===== src/rtl/ring_freq_meter.sv =====
// Ring-oscillator frequency meter: counts synchronized rising edges of osc_in over a WINDOW-cycle gate.
// Define RING_FREQ_METER_GLITCH_FILTER_EN to put a 3-sample majority filter ahead of the edge detector.
module ring_freq_meter #(
    parameter int WINDOW = 256,
    parameter int CNT_W  = 16
) (
    input  logic             clk,
    input  logic             rst_n,
    input  logic             osc_in,
    input  logic             start,
    input  logic             abort,
    input  logic             meas_ack,
    output logic             busy,
    output logic             meas_valid,
    output logic [CNT_W-1:0] count,
    output logic             overflow
);
    typedef enum logic [1:0] {IDLE, ARM, COUNT, DONE} state_t;

    localparam logic [CNT_W-1:0] CNT_MAX  = '1;
    localparam logic [15:0]      WIN_LAST = 16'(WINDOW - 1);

    state_t           state;
    state_t           next_state;
    logic             s1;
    logic             s2;
    logic             s3;
    logic             rise;
    logic [CNT_W-1:0] edge_cnt;
    logic [15:0]      win_cnt;
    logic             ovf;
    logic             win_end;
    logic             sat;

    // osc_in is asynchronous: two flops to resolve metastability, a third as edge history
    always_ff @(posedge clk or negedge rst_n) begin
        if (!rst_n) begin
            s1 <= 1'b0;
            s2 <= 1'b0;
            s3 <= 1'b0;
        end else begin
            s1 <= osc_in;
            s2 <= s1;
            s3 <= s2;
        end
    end

`ifdef RING_FREQ_METER_GLITCH_FILTER_EN
    logic s4;
    logic maj;
    logic maj_q;

    assign maj = (s2 & s3) | (s2 & s4) | (s3 & s4);

    always_ff @(posedge clk or negedge rst_n) begin
        if (!rst_n) begin
            s4    <= 1'b0;
            maj_q <= 1'b0;
        end else begin
            s4    <= s3;
            maj_q <= maj;
        end
    end

    assign rise = maj & ~maj_q;
`else
    assign rise = s2 & ~s3;
`endif

    assign win_end = (win_cnt == WIN_LAST);
    assign sat     = (edge_cnt == CNT_MAX);

    always_ff @(posedge clk or negedge rst_n) begin
        if (!rst_n) begin
            state <= IDLE;
        end else begin
            state <= next_state;
        end
    end

    always_comb begin
        next_state = state;
        case (state)
            IDLE:    if (start) next_state = ARM;
            ARM:     next_state = abort ? IDLE : COUNT;
            COUNT: begin
                if (abort) begin
                    next_state = IDLE;
                end else if (win_end) begin
                    next_state = DONE;
                end
            end
            DONE:    if (meas_ack) next_state = start ? ARM : IDLE;
            default: next_state = IDLE;
        endcase
    end

    always_comb begin
        busy       = (state == ARM) || (state == COUNT);
        meas_valid = (state == DONE);
    end

    // The final window cycle's rise is folded straight into the published count
    always_ff @(posedge clk or negedge rst_n) begin
        if (!rst_n) begin
            edge_cnt <= '0;
            win_cnt  <= '0;
            ovf      <= 1'b0;
            count    <= '0;
            overflow <= 1'b0;
        end else begin
            case (state)
                ARM: begin
                    edge_cnt <= '0;
                    win_cnt  <= '0;
                    ovf      <= 1'b0;
                end
                COUNT: begin
                    if (!abort) begin
                        win_cnt <= win_cnt + 16'd1;
                        if (rise) begin
                            if (sat) begin
                                ovf <= 1'b1;
                            end else begin
                                edge_cnt <= edge_cnt + CNT_W'(1);
                            end
                        end
                        if (win_end) begin
                            count    <= (rise && !sat) ? edge_cnt + CNT_W'(1) : edge_cnt;
                            overflow <= ovf | (rise & sat);
                        end
                    end
                end
                default: ;
            endcase
        end
    end
endmodule


===== config.mk =====
export PLATFORM = sky130hd
export DESIGN_NAME = ring_freq_meter
export DESIGN_NICKNAME = d
export VERILOG_FILES = /design/src/rtl/ring_freq_meter.sv
export SDC_FILE = /design/constraint.sdc
export NUM_CORES = 1
export LEC_CHECK = 0
export BUFFER_PORTS_ARGS = -buffer_cell sky130_fd_sc_hd__buf_4
export CAP_MARGIN = 20
export CELL_PAD_IN_SITES_DETAIL_PLACEMENT = 0
export CELL_PAD_IN_SITES_GLOBAL_PLACEMENT = 2
export CORE_MARGIN = 1.5
export CORE_UTILIZATION = 38
export CTS_BUF_LIST = sky130_fd_sc_hd__clkbuf_8
export DETAILED_ROUTE_END_ITERATION = 16
export PLACE_DENSITY = 0.86
export SLEW_MARGIN = 20
export SYNTH_ARGS = -nofsm -noshare
export SYNTH_HDL_FRONTEND = slang
export SYNTH_SLANG_ARGS = --single-unit

===== constraint.sdc =====
create_clock -name clk -period 2.95 [get_ports clk]
set_input_delay 0.1475 -clock clk [delete_from_list [all_inputs] [get_ports clk]]
set_output_delay 0.1475 -clock clk [all_outputs]
set_load 0.01 [all_outputs]

==> impl_metrics.env, run 1 <==
export IMPL_status="completed"
export IMPL_nFillCells=743
export IMPL_antenna_cells=0
export IMPL_die_y_um=91.8
export IMPL_place_area_sq_um=3280
export IMPL_place_port_buffers=24
export IMPL_async_flop_share_pct=100
export IMPL_first_iter_violations=131
export IMPL_grt_pass1_wl_um=11700
export IMPL_dp_cells=438
export IMPL_tns_ns=0
export IMPL_ys_seq_area_share_pct=45.9
export IMPL_synth_cell_types=52
export IMPL_cts_tree="done"
export IMPL_start_util_pct=39.0
export IMPL_clkPwrFrac_pct=25.8
export IMPL_switching_share_pct=34.5
export IMPL_clkTransAtPathRegs_ns=0.10
export IMPL_cts_sinks=55
export IMPL_ant_nets=0
export IMPL_synth_nets=332
export IMPL_crit_arrival_ns=2.66
export IMPL_grt_setup_unrepaired="false"
export IMPL_synth_top_cell_area_share_pct=45.9
export IMPL_post_route_min_period_ns=2.46
export IMPL_grt_max_degree=56
export IMPL_gr_total_overflow=0
export IMPL_cp_end_kind="flop"
export IMPL_ioPinCount=25
export IMPL_critPathLaunchType="flop"
export IMPL_seqPwrFrac_pct=44.7
export IMPL_num_nets_final=357
export IMPL_pwr_share_comb_pct=29.5
export IMPL_leakage_nw=1.50
export IMPL_track_usage_pct=17.3
export IMPL_cts_root_buf="clkbuf_8"
export IMPL_yosysWarnings=0
export IMPL_maxCapViolations=0
export IMPL_power_density_nw_per_um2=525
export IMPL_instances_no_fill=448
export IMPL_finClkSkew_ns=0.0109
export IMPL_syn_area_sq_um=3000
export IMPL_drt_vias_per_instance=5.23
export IMPL_drc_errors=0
export IMPL_min_path_type="in2reg"
export IMPL_worst_ep_required_time_ns=3.15
export IMPL_synthTopCellsByArea="dfrtp_1, nor2_1, nand2_1"
export IMPL_die_area_sq_um=8420
export IMPL_layout_drive_gt1_share_pct=14.5
export IMPL_power_switching_w=0.000615
export IMPL_drt_wirelength_per_cell_um=14.6
export IMPL_ys_ff_latch=55
export IMPL_synth_most_common_cell="dfrtp_1"
export IMPL_p_int_w=0.00117
export IMPL_max_slew_margin_rel_pct=51.5
export IMPL_ir_drop_mv=0.460
export IMPL_cts_buffers_inserted=5
export IMPL_setup_viol=0
export IMPL_die_x_um=91.8
export IMPL_gp_congestion=0.745
export IMPL_firstDrtPassIters=4
export IMPL_final_area_sq_um=3400
export IMPL_hpwl_um=4480
export IMPL_grt_pass1_vias=2280
export IMPL_cts_buffer_depth=2
export IMPL_htreeDepth=2
export IMPL_worstMarginPinSlew_ns=0.728
export IMPL_row_count=32
export IMPL_vias=2341
export IMPL_synth_flop_cell="dfrtp_1"
export IMPL_finalWirelength_um=6550
export IMPL_synth_edff_count=0
export IMPL_syn_area_per_cell_sq_um=9.36
export IMPL_antenna_found_initial=0
export IMPL_finalPower_w=0.00179
export IMPL_netlist_instances=320
export IMPL_hold_viol_final=0
export IMPL_synth_top_area_cell="dfrtp_1"
export IMPL_drv_slew=0
export IMPL_yosys_top_cells_count="dfrtp_1, nor2_1, nand2_1"
export IMPL_clkLatencyLatePin_ns=0.32
export IMPL_core_area_sq_um=7690
export IMPL_fin_crit_sh_pct=83.4
export IMPL_critical_path_class="reg2reg"
export IMPL_syn_to_final_growth_pct=13.5
export IMPL_cp_max_fo=9
export IMPL_clock_fmax_mhz=406
## placed cells by master, fill, tap and decap left out, types with 2 or more instances in the layout
cell,synthesis,routed
o22ai_1,3,3
a31oi_1,5,5
xnor2_1,11,11
clkbuf_8,0,7
a311oi_1,2,2
ha_1,6,6
dfrtp_1,55,55
nand2_1,31,31
and3_1,7,7
nand2b_1,2,2
nand4_1,6,6
nand3_1,11,11
a21oi_1,20,20
and2_1,3,3
nor2b_1,4,4
o21ai_1,11,11
nand4_2,2,2
mux2i_1,3,3
xor2_1,12,12
inv_1,10,11
nor3_1,8,8
and4_1,5,5
a21o_1,3,3
o31ai_1,5,5
dlygate4sd3_1,0,2
nor4_1,6,6
nor2_1,36,36
buf_4,2,33
o21ai_0,15,15
## worst max-delay path, cell delays in order (launching register included)
cell,delay [ns]
dfrtp_1,0.48
ha_1,0.28
nand3_2,0.22
o41ai_2,0.76
buf_4,0.29
nor2_1,0.07
xnor2_1,0.17
a21oi_1,0.09
## what timing repair did
item                                    4_1_cts  5_1_grt
resized for setup                             0        0
endpoints found under the setup margin        0        0
hold buffers                                  2        0
buffers inserted                              0        0
hold endpoints to repair                     56        0
## area by class of cell
type,count,area (sq um),area share (%)
multi-input cells,237,1490,43.7
flip-flops and latches,55,1380,40.5
repair buffers,35,268,7.88
well taps,102,128,3.75
clock buffers,7,96.3,2.83
inverters,11,41.3,1.21
clock inverters,1,3.75,0.110
## flip-flops by register name (all words and copies together) (netlist names)
name      count
ovf           1
overflow      1
s3            1
s1            1
count        16
edge_cnt     16
s2            1
win_cnt      16
state         2
## power by group through the flow
stage               sequential, W  clock (W)  combinational, W
finish                   0.000799   0.000461          0.000526
global placement         0.000812          0          0.000531
CTS                      0.000799   0.000486          0.000534
global route             0.000805   0.000509          0.000582
floorplan                0.000808          0          0.000373
detailed placement       0.000813          0          0.000532
## per-stage QoR
stage               util (%)  hold slack [ns]  worst slack, ns
global route            44.2            0.206            0.270
global placement        42.7            0.257            0.604
floorplan                  -           -0.148             1.03
CTS                     44.2            0.194            0.509
detailed placement      42.7            0.258            0.532
finish                  44.2            0.195            0.490
## path summary, 6_finish.rpt
check                            start     endpoint  slack [ns]  depth (start not counted)
setup / recovery           edge_cnt[0]     count[8]        0.49                          7
hold / removal                   abort   win_cnt[0]        0.20                          3
setup reg to reg           edge_cnt[0]     count[8]        0.49                          7
hold reg to reg                     s1           s2        0.36                          0
max in group asynchronous        rst_n  win_cnt[12]        2.04                          2
min in group asynchronous        rst_n     count[0]        0.43                          2
## cells by family (layout without fill, tap and decap cells)
group,after synthesis,after routing,synth area share [%]
fa+ha+maj,6,6,2.51
simple gates,129,129,22.6
compound gates,75,75,16.5
buf+inv,28,54,4.43
flops,55,55,45.9
xor+xnor,23,23,6.73
mux,4,4,1.38
## layer usage
layer | track usage [%] | vias up | wire, um
met4 | 4.62 | 0 | 82
met2 | 26.8 | 41 | 2980
li1 | - | 1179 | -
met1 | 25.1 | 1113 | 3260
met3 | 2.99 | 8 | 220
met5 | 0 | - | 0
Note: power is estimated with default switching activity, not from simulation.
==> inputs of run 2 (changes only) <==
- CORE_UTILIZATION: 38 -> 35
- PLACE_DENSITY: 0.86 -> 0.83
- clock period: 2.95 -> 1.98 ns (I/O delays scaled with it)
==> run 2 against run 1 <==
Net effect: largest power group unchanged; critical path depth fell by 1; count of clock-buffer cells in the layout fell by 2; highest routed layer unchanged; critical endpoint is now count[14]; die area rose by 8.3%; clock power rose by 62%; design area rose by 10%.
==> impl_metrics.env, run 2 (synthesis results as in run 1) <==
export IMPL_place_port_buffers=24
export IMPL_use_met1_pct=22.2
export IMPL_power_density_nw_per_um2=760
export IMPL_setup_slack_ns=0.0847
export IMPL_ant_nets=0
export IMPL_grt_pass1_wl_um=11800
export IMPL_hpwl_um=5100
export IMPL_fin_crit_sh_pct=95.7
export IMPL_core_area_sq_um=8260
export IMPL_track_usage_pct=16.7
export IMPL_vias=2507
export IMPL_largestRegisters="count x16, edge_cnt x16, win_cnt x16"
export IMPL_post_route_min_period_ns=1.90
export IMPL_final_cell_mix="buf_4, dfrtp_1, nor2_1"
export IMPL_min_path_type="in2reg"
export IMPL_critPathLaunchType="flop"
export IMPL_cts_root_buf="clkbuf_8"
export IMPL_critical_path_class="reg2reg"
export IMPL_layout_drive_gt1_share_pct=23.6
export IMPL_grt_pass1_vias=2340
export IMPL_use_met2_pct=28.8
export IMPL_whs_ns=0.182
export IMPL_final_area_sq_um=3740
export IMPL_drt_vias_per_instance=5.16
export IMPL_setup_viol=0
export IMPL_gp_congestion=0.811
export IMPL_clkLatencyLatePin_ns=0.31
export IMPL_cp_end_kind="flop"
export IMPL_cp_max_fo=5
export IMPL_pre_cts_slack_ns=-0.00618
export IMPL_ioPinCount=25
export IMPL_cts_buffer_depth=2
export IMPL_antenna_found_initial=0
export IMPL_gr_total_overflow=0
export IMPL_drv_slew=0
export IMPL_die_y_um=95.5
export IMPL_cts_tree="done"
export IMPL_num_nets_final=393
export IMPL_ir_drop_mv=0.486
export IMPL_worst_ep_required_time_ns=2.19
export IMPL_max_slew_margin_rel_pct=53.6
export IMPL_die_area_sq_um=9120
export IMPL_antenna_cells=0
export IMPL_die_x_um=95.5
export IMPL_fin_util_pct=45.3
export IMPL_row_count=33
export IMPL_firstDrtPassIters=4
export IMPL_gr_max_usage_layer="met2"
export IMPL_status="completed"
export IMPL_htreeDepth=2
export IMPL_crit_arrival_ns=2.10
export IMPL_hold_viol_final=0
export IMPL_finClkSkew_ns=0.0111
export IMPL_maxCapViolations=0
export IMPL_drt_wirelength_per_cell_um=14.5
export IMPL_cts_buffers_inserted=5
export IMPL_syn_to_final_growth_pct=25.0
export IMPL_drc_errors=0
export IMPL_clkTransAtPathRegs_ns=0.10
export IMPL_finalWirelength_um=7060
export IMPL_start_util_pct=36.3
export IMPL_worstMarginPinSlew_ns=0.696
export IMPL_finalPower_w=0.00284
export IMPL_grt_max_degree=56
export IMPL_first_iter_violations=134
export IMPL_leakage_nw=1.70
export IMPL_use_met3_pct=2.39
export IMPL_place_area_sq_um=3530
export IMPL_clock_fmax_mhz=528
export IMPL_final_common_cell="buf_4"
export IMPL_cts_sinks=55
run 2: path summary, 6_finish.rpt:
check,startpoint,end,slack (ns),depth (start not counted)
setup / recovery,win_cnt[13],count[14],0.08,6
hold / removal,abort,win_cnt[0],0.18,3
setup reg to reg,win_cnt[13],count[14],0.08,6
hold reg to reg,s1,s2,0.36,0
max in group asynchronous,rst_n,ovf,1.14,2
min in group asynchronous,rst_n,count[0],0.38,2
run 2: power by group:
part	total (W)	switching, W	internal (W)
logic	0.000909	0.000540	0.000370
clock network	0.000749	0.000379	0.000371
registers	0.00119	0.0000289	0.00116
total	0.00284	0.000947	0.00190
run 2: stage by stage:
stage                     instances  setup TNS [ns]
after floorplan                 320               0
after global placement          471          -0.117
after detailed placement        471         -0.0121
after CTS                       482               0
after global routing            486         -0.0969
final                           486               0
run 2: timing repair:
item,4_1_cts,5_1_grt
pin swaps,1,6
buffers inserted,2,4
gates resized for setup,2,6
hold buffers,2,0
endpoints found under the hold margin,56,0
setup endpoints to repair,9,25
run 2: layout make-up:
| type | count | area (sq um) |
|---|---|---|
| tap | 105 | 131 |
| clock inverter | 2 | 37.5 |
| timing repair buffer | 71 | 567 |
| clock buffer | 5 | 68.8 |
| multi-input combinational | 237 | 1520 |
| fill | 832 | 4510 |
| inverter | 11 | 41.3 |
| sequential | 55 | 1380 |
run 2: metal layers:
metal,vias up,part of all wire [%]
met5,-,0
met4,0,0.55
met3,4,2.8
met2,44,49
met1,1203,47
li1,1256,-
run 2: worst max-delay path: stages (launching register included):
cell and delay [ns]:
dfrtp_1 0.38, or4b_1 0.53, nor3b_2 0.26, nand4_1 0.13
buf_4 0.18, buf_4 0.15, a21o_1 0.17
